**config.mk**
```make
export PLATFORM = sky130hd
export DESIGN_NAME = avalon_irq_ctrl
export DESIGN_NICKNAME = d
export VERILOG_FILES = /design/src/rtl/avalon_irq_pkg.sv /design/src/rtl/irq_prio_enc.sv /design/src/rtl/avalon_irq_ctrl.sv
export SDC_FILE = /design/constraint.sdc
export NUM_CORES = 1
export LEC_CHECK = 0
export CAP_MARGIN = 40
export CORE_MARGIN = 8
export CORE_UTILIZATION = 42
export CTS_BUF_LIST = sky130_fd_sc_hd__clkbuf_8 sky130_fd_sc_hd__clkbuf_16
export DETAILED_ROUTE_END_ITERATION = 6
export PLACE_DENSITY = 0.76
export SYNTH_ARGS = -nofsm -noshare
export SYNTH_HDL_FRONTEND = slang
export SYNTH_SLANG_ARGS = --single-unit
```
**constraint.sdc**
```tcl
create_clock -name clock -period 1.4 [get_ports clock]
set_clock_uncertainty 0.2 [all_clocks]
set_input_delay 0.28 -clock clock [delete_from_list [all_inputs] [get_ports clock]]
set_output_delay 0.28 -clock clock [all_outputs]
set_load 0.02 [all_outputs]
```
**src/rtl/avalon_irq_pkg.sv**
```systemverilog
// Shared constants and helpers for the Avalon-MM interrupt controller.
package avalon_irq_pkg;

    localparam int unsigned ADDR_W       = 3;
    localparam int unsigned DATA_W       = 32;
    localparam int unsigned ID_IDX_W     = 5;
    localparam int unsigned ID_VALID_BIT = 31;

    localparam logic [ADDR_W-1:0] ADDR_PENDING  = 3'd0;
    localparam logic [ADDR_W-1:0] ADDR_ENABLE   = 3'd1;
    localparam logic [ADDR_W-1:0] ADDR_EDGE_SEL = 3'd2;
    localparam logic [ADDR_W-1:0] ADDR_ACTIVE   = 3'd3;
    localparam logic [ADDR_W-1:0] ADDR_ID       = 3'd4;
    localparam logic [ADDR_W-1:0] ADDR_RAW      = 3'd5;

    // Pack the winning-source word: valid flag on top, index in the low bits.
    function automatic logic [DATA_W-1:0] make_id(input logic valid, input logic [ID_IDX_W-1:0] idx);
        logic [DATA_W-1:0] word;
        word                  = '0;
        word[ID_VALID_BIT]    = valid;
        word[ID_IDX_W-1:0]    = idx;
        return word;
    endfunction

endpackage

```
**src/rtl/irq_prio_enc.sv**
```systemverilog
// Lowest-index-wins priority encoder over the active interrupt vector.
module irq_prio_enc
    import avalon_irq_pkg::*;
#(
    parameter int unsigned N_SRC = 8
) (
    input  logic [N_SRC-1:0]    req,
    output logic                valid_c,
    output logic [ID_IDX_W-1:0] idx_c
);

    // Scan from the top down so the lowest set bit is the last one written.
    always_comb begin
        valid_c = 1'b0;
        idx_c   = '0;
        for (int i = int'(N_SRC) - 1; i >= 0; i--) begin
            if (req[i]) begin
                valid_c = 1'b1;
                idx_c   = ID_IDX_W'(i);
            end
        end
    end

endmodule

```
**src/rtl/avalon_irq_ctrl.sv**
```systemverilog
// Avalon-MM interrupt controller: synchronises, latches, masks and prioritises
// N_SRC request lines into one registered irq for the core.
module avalon_irq_ctrl
    import avalon_irq_pkg::*;
#(
    parameter int unsigned N_SRC       = 8,
    parameter int unsigned SYNC_STAGES = 2
) (
    input  logic              clock,
    input  logic              reset,
    input  logic              chipselect,
    input  logic [ADDR_W-1:0] address,
    input  logic              write,
    input  logic [DATA_W-1:0] writedata,
    input  logic              read,
    output logic [DATA_W-1:0] readdata,
    input  logic [N_SRC-1:0]  src,
    output logic              irq
);

    logic [N_SRC-1:0] sync_q [SYNC_STAGES];
    logic [N_SRC-1:0] s;
    logic [N_SRC-1:0] prev;
    logic [N_SRC-1:0] pending;
    logic [N_SRC-1:0] enable;
    logic [N_SRC-1:0] edge_sel;
    logic [N_SRC-1:0] pending_next;
    logic [N_SRC-1:0] active;
    logic [N_SRC-1:0] wdata;
    logic [N_SRC-1:0] w1c;
    logic [N_SRC-1:0] rise;
    logic             wr_acc;
    logic             rd_acc;
    logic             id_valid;
    logic [ID_IDX_W-1:0] id_idx;
    logic [DATA_W-1:0]   rd_mux;
    logic                unused_wdata;

    assign s            = sync_q[SYNC_STAGES-1];
    assign wr_acc       = chipselect & write;
    assign rd_acc       = chipselect & read;
    assign wdata        = writedata[N_SRC-1:0];
    assign unused_wdata = ^writedata[DATA_W-1:N_SRC];
    assign active       = pending & enable;

    // Per-source synchroniser chain plus edge-history flop.
    always_ff @(posedge clock) begin
        if (reset) begin
            for (int i = 0; i < int'(SYNC_STAGES); i++) sync_q[i] <= '0;
            prev <= '0;
        end else begin
            sync_q[0] <= src;
            for (int i = 1; i < int'(SYNC_STAGES); i++) sync_q[i] <= sync_q[i-1];
            prev <= s;
        end
    end

    // Edge sources latch and only clear by W1C (set wins); level sources follow s.
    always_comb begin
        w1c          = '0;
        rise         = s & ~prev;
        if (wr_acc && (address == ADDR_PENDING)) w1c = wdata;
        pending_next = (edge_sel & ((pending & ~w1c) | rise)) | (~edge_sel & s);
    end

    always_ff @(posedge clock) begin
        if (reset) begin
            pending  <= '0;
            enable   <= '0;
            edge_sel <= '0;
        end else begin
            pending <= pending_next;
            if (wr_acc && (address == ADDR_ENABLE))   enable   <= wdata;
            if (wr_acc && (address == ADDR_EDGE_SEL)) edge_sel <= wdata;
        end
    end

    irq_prio_enc #(
        .N_SRC (N_SRC)
    ) u_prio_enc (
        .req     (active),
        .valid_c (id_valid),
        .idx_c   (id_idx)
    );

    // Read mux sees pre-write state, so a same-edge write never leaks into readdata.
    always_comb begin
        rd_mux = '0;
        case (address)
            ADDR_PENDING:  rd_mux = DATA_W'(pending);
            ADDR_ENABLE:   rd_mux = DATA_W'(enable);
            ADDR_EDGE_SEL: rd_mux = DATA_W'(edge_sel);
            ADDR_ACTIVE:   rd_mux = DATA_W'(active);
            ADDR_ID:       rd_mux = make_id(id_valid, id_idx);
            ADDR_RAW:      rd_mux = DATA_W'(s);
            default:       rd_mux = '0;
        endcase
    end

    always_ff @(posedge clock) begin
        if (reset) begin
            readdata <= '0;
            irq      <= 1'b0;
        end else begin
            if (rd_acc) readdata <= rd_mux;
            irq <= |active;
        end
    end

endmodule
```
---- Yosys cells after proc, flatten, opt, wreduce, memory -nomap -nowiden ----
Memory sizes are Yosys's and may differ from the RTL's.
Cells that the tools add are included.
word-level totals
  logic and storage cells ................. 54
  memories kept ........................... 1
  register bits after elaboration ......... 65
  input port bits ......................... 48
  output and inout bits ................... 33
  bits in writable memories ............... 16
cells by class
  reductions and logical operators ........ 5
  bitwise logic cells ..................... 14
  muxes and demuxes ....................... 23
  equality and inequality tests ........... 5
memory list
  memory  words  width  read ports  clocked after memory_dff  write ports  RTL line               source
  sync_q  2      8      2           0                         2            avalon_irq_ctrl.sv:21  logic [N_SRC-1:0] sync_q [SYNC_STAGES];
operators by type and width
  operator              number
  $pmux W32 S6          1
  $and A8 B8 Y8         5
  $mux W3               8
  $mux W8               3
  $not A8 Y8            3
  $or A8 B8 Y8          2
  $mux W1               11
  $reduce_or A8 Y1      1
  $eq A3 B2 Y1 const B  2
  $eq A3 B3 Y1 const B  2
  $eq A3 B1 Y1 const B  1
  $logic_and A1 B1 Y1   3
  $logic_not A3 Y1      1
  $and A1 B1 Y1         2
  $or A1 B1 Y1          2

---- Depth between registers and ports, before layout ----
  depth after elaboration ................. 10
  mapped depth ............................ 6
  gate-level depth less buffers ........... 4

---- Modules after synthesis ----
A second synthesis with hierarchy kept.
unflattened totals
  cell total of the unflattened synthesis .. 291
  area total of the unflattened synthesis .. 2,672.6 um^2
modules (own cells, without submodules)
  module           area an instance (um^2)  instances  cells each
  avalon_irq_ctrl  2,573.7                  1          275
  irq_prio_enc     98.8                     1          16

---- Least setup slack after synthesis ----
Ideal clock, no wire load.
  kind .................................... input to register
  start point ............................. input address[2]
  end point ............................... register enable[3]
  data arrival time ....................... 1,174 ps
  required time ........................... 1,072 ps
  cell stages on the path ................. 5
  path slack .............................. -102 ps
  library setup time ...................... 128 ps
  cell sequence ........................... nand3b_1 or3b_1 buf_6 mux2i_1 nor2_1
on the way
  longest elaborated chain between the ends .. 2
RTL lines
  what                    RTL line               source
  start: declaration      avalon_irq_ctrl.sv:12  input logic [ADDR_W-1:0] address,
  $eq A3 B1 Y1            avalon_irq_ctrl.sv:73  if (wr_acc && (address == ADDR_ENABLE)) enable <= wdata;
  $logic_and A1 B1 Y1     avalon_irq_ctrl.sv:73
  end signal: assignment  avalon_irq_ctrl.sv:73
  end: declaration        avalon_irq_ctrl.sv:25  logic [N_SRC-1:0] enable;
No other way between the ends.
A chain may end at the register's enable or synchronous reset.

---- Worst setup path after layout ----
  start point ............................. register pending[1]
  end point ............................... register readdata[1]
on the way
  longest elaborated chain between the ends .. 4
RTL lines
  what                      RTL line                source
  start: declaration        avalon_irq_ctrl.sv:24   logic [N_SRC-1:0] pending;
  start signal: assignment  avalon_irq_ctrl.sv:72   pending <= pending_next;
  $and A8 B8 Y8             avalon_irq_ctrl.sv:44   assign active = pending & enable;
  $mux W3 (2 in series)     irq_prio_enc.sv:17      if (req[i]) begin
  $pmux W32 S6 *            avalon_irq_ctrl.sv:89   case (address)
  end signal: assignment    avalon_irq_ctrl.sv:105  if (rd_acc) readdata <= rd_mux;
  end: declaration          avalon_irq_ctrl.sv:16   output logic [DATA_W-1:0] readdata,
Every way passes the cells marked *; elsewhere a longest branch is shown, timed or not.

==> flow_summary_export.csv <==
group,metric,value,unit
sta,setup_viol,0,
sta,fmax,0.7366,GHz
cells_and_area,area_delta_synth_final,32.81,%
cells_and_area,antennaDiodeCount,0,
floorplan,core-area,5921,µm²
grt,gr-total-overflow,0,
cells_and_area,drive_above_1_share,0.2615,
placement,placed_cells,406,
clock_network,tritoncts,"done",
clock_network,clock_latency,340,ps
drt,drt_first_pass_iters,4,
cells_and_area,multi_input_area,1318,µm²
placement,place_congestion,0.8667,
sta,hold_ws,128.4,ps
sta,rsz0062_at_grt,"true",
hold_path,holdCritPathClass,"input port to register",
floorplan,fp.dieArea,8867,µm²
drt,routed_via_density,5.009,
hold_path,hold_end,"readdata[0]",
hold_path,holdPathStages,3,
critical_path,path_class,"register to register",
logic_synthesis,ys_ff_latch,58,
drt,remaining_drc_errors,0,
drt,initialDrtViolationCount,90,
hold_path,hp-start,"reset",
floorplan,boundaryPins,81,
floorplan,die_x,94.17,µm
placement,numPortBuffers,33,
logic_synthesis,synth_cell_type_count,35,
clock_network,cts_root_buf,"clkbuf_8",
clock_network,clock_path_buffers,2,
power_and_ir_drop,total_power,0.003820,W
grt,grt_first_pass_wirelength,9846,µm
logic_synthesis,yosysSeqAreaShare,0.4525,
critical_path,crit_path_end_kind,"register",
power_and_ir_drop,p_leak,1.454,nW
critical_path,r2r-end,"readdata[1]",
floorplan,rows,28,
critical_path,arrival,1380,ps
critical_path,r2r_start,"pending[1]",
floorplan,die_height,94.17,µm
grt,antenna_found_initial,0,
sta,drv_slew,0,
cells_and_area,seqCellArea,1166,µm²
clock_network,cts.sinks,58,
logic_synthesis,ys_warn_count,0,
grt,grt_pass1_vias,2013,
run,maxCapViolations,0,
sta,hold_viol_final,0,
drt,vias,2119,
logic_synthesis,synth_cells,274,
grt,grt_max_degree,28,
power_and_ir_drop,powerDensity,1121,nW/µm²
grt,grt_usage,0.1418,
clock_network,cts_htree_levels,3,
logic_synthesis,yosys.area.top_type,"dfxtp_1",
drt,wl_per_cell,14.50,µm
critical_path,startpoint_type,"register",
critical_path,r2r_cells,4,
logic_synthesis,yosys.area.top_type_share,0.4525,
sta,fin_crit_sh,0.9697,
cells_and_area,nNetsFinal,391,
placement,dpl.hpwl,4568,µm
run_status,status,"finished, final reports clean",
drt,final_antenna_net_count,0,
drt,drt-total-wl,6134,µm
logic_synthesis,syn_avg_cell_area,9.366,µm²
cells_and_area,final_cells,423,
cells_and_area,postLayoutCoreUtil,0.5757,
critical_path,path_max_fanout,2,
clock_network,path_clk_slew,60,ps
power_and_ir_drop,ir_drop,0.0006453,V
logic_synthesis,syn-cell-area,2566,µm²
critical_path,rrSetupSlack,40,ps
clock_network,numCtsBuffers,9,
critical_path,worstPathRequired,1420,ps
clock_network,postCtsHoldBufs,0,
cells_and_area,fillers,533,
sta,period_minus_slack,1358,ps
floorplan,start_util,0.4334,
logic_synthesis,yosys-top-cells-area,"dfxtp_1 45%, mux2i_1 7.8%, buf_4 7.3%, nor2b_1 7.1%, nand2_1 5.3%",
==> where the power goes <==
group          internal (W)  total, W  switching, W
registers           0.00169   0.00172     0.0000255
logic              0.000171  0.000373      0.000202
clock network       0.00109   0.00173      0.000636
==> placed cells by master (no fill, tap or decap), types with 5 or more instances in the layout <==
cell	n
dfxtp_1	54
nand2_1	35
buf_4	33
nor2b_1	26
conb_1	23
mux2i_1	19
nor2_1	19
clkdlybuf4s50_1	16
buf_2	12
clkbuf_8	11
a211oi_1	9
a21o_1	8
a32oi_1	7
o2bb2ai_1	5
==> layout make-up <==
class,count,area share
Multi-Input combinational cell,200,0.3866
Clock buffer,11,0.04442
Sequential cell,58,0.3421
Tap cell,75,0.02753
Timing Repair Buffer,72,0.1744
Inverter,2,0.002203
Clock inverter,5,0.02276
==> stage by stage <==
step	TNS, ps	setup slack, ps	instance area (µm²)
6_report	0	42.48	3408
5_1_grt	-15.15	-12.38	3408
4_1_cts	0	0.9704	3362
3_5_place_dp	-18540	-641.9	3134
3_3_place_gp	-17820	-646.1	3134
2_1_floorplan	-562.3	-70.28	2655
==> critical path, cell delays in order (launching register included) <==
cell and delay [ps]:
dfxtp_1 320, nand2b_1 140, a32o_1 270, a22oi_2 190, o221ai_2 110
==> worst max-delay path by stage <==
stage	end	cells after the start	startpoint	slack [ps]
final	readdata[1]	4	pending[1]	40
after global routing	readdata[0]	4	enable[2]	-10
after global placement	readdata[1]	7	address[2]	-650
after detailed placement	readdata[2]	7	address[2]	-640
after CTS	irq	1	irq	1
after floorplan	enable[1]	5	address[2]	-70
==> metal layers <==
| metal | up-vias | part of all wire | routed length, µm | GRT usage |
|---|---|---|---|---|
| li1 | 1061 | - | - | - |
| met1 | 975 | 0.46 | 2813 | 0.1841 |
| met2 | 74 | 0.45 | 2737 | 0.2074 |
| met3 | 9 | 0.083 | 510 | 0.05356 |
| met4 | 0 | 0.012 | 74 | 0.05152 |
| met5 | - | 0 | 0 | 0 |
==> cells in the mapped netlist <==
library cell   n
o22a_1         2
a31oi_1        1
nand4_1        1
nand2b_1       4
buf_4         25
nand3_1        2
inv_1          2
a311oi_1       1
buf_6          2
nor3_2         1
a21boi_0       1
a21oi_1        3
nand2_1       36
a2111oi_0      1
conb_1         1
a22oi_1        8
a21o_1         8
o221ai_1       3
mux2i_1       20
buf_2          3
buf_1          2
nand3b_1       2
and2_1         2
o2bb2ai_1      5
or3b_1         1
a32o_1         3
dfxtp_1       58
mux2_2         1
nand4b_1       1
o211ai_1       4
nor2_1        21
clkbuf_1       4
a32oi_1        7
nor2b_1       29
a211oi_1       9
==> registers in the layout, summed over array words and instances (netlist names) <==
register,count
irq,1
edge_sel,8
enable,8
pending,8
sync_q,16
prev,8
readdata,9
==> logic make-up (layout without fill, tap and decap cells) <==
logic type | Yosys count | after routing | synth area share
buf+inv | 38 | 90 | 0.09946
simple gates | 100 | 100 | 0.1916
other cells | 1 | 23 | 0.001461
flops | 58 | 58 | 0.4525
compound gates | 56 | 56 | 0.1726
mux | 21 | 21 | 0.08240
==> timing repair <==
item	in CTS	in global routing
endpoints found under the setup margin	43	27
pin swaps	3	7
buffers inserted	1	0
resized for setup	55	25
Power figures use the tool's default switching activity.
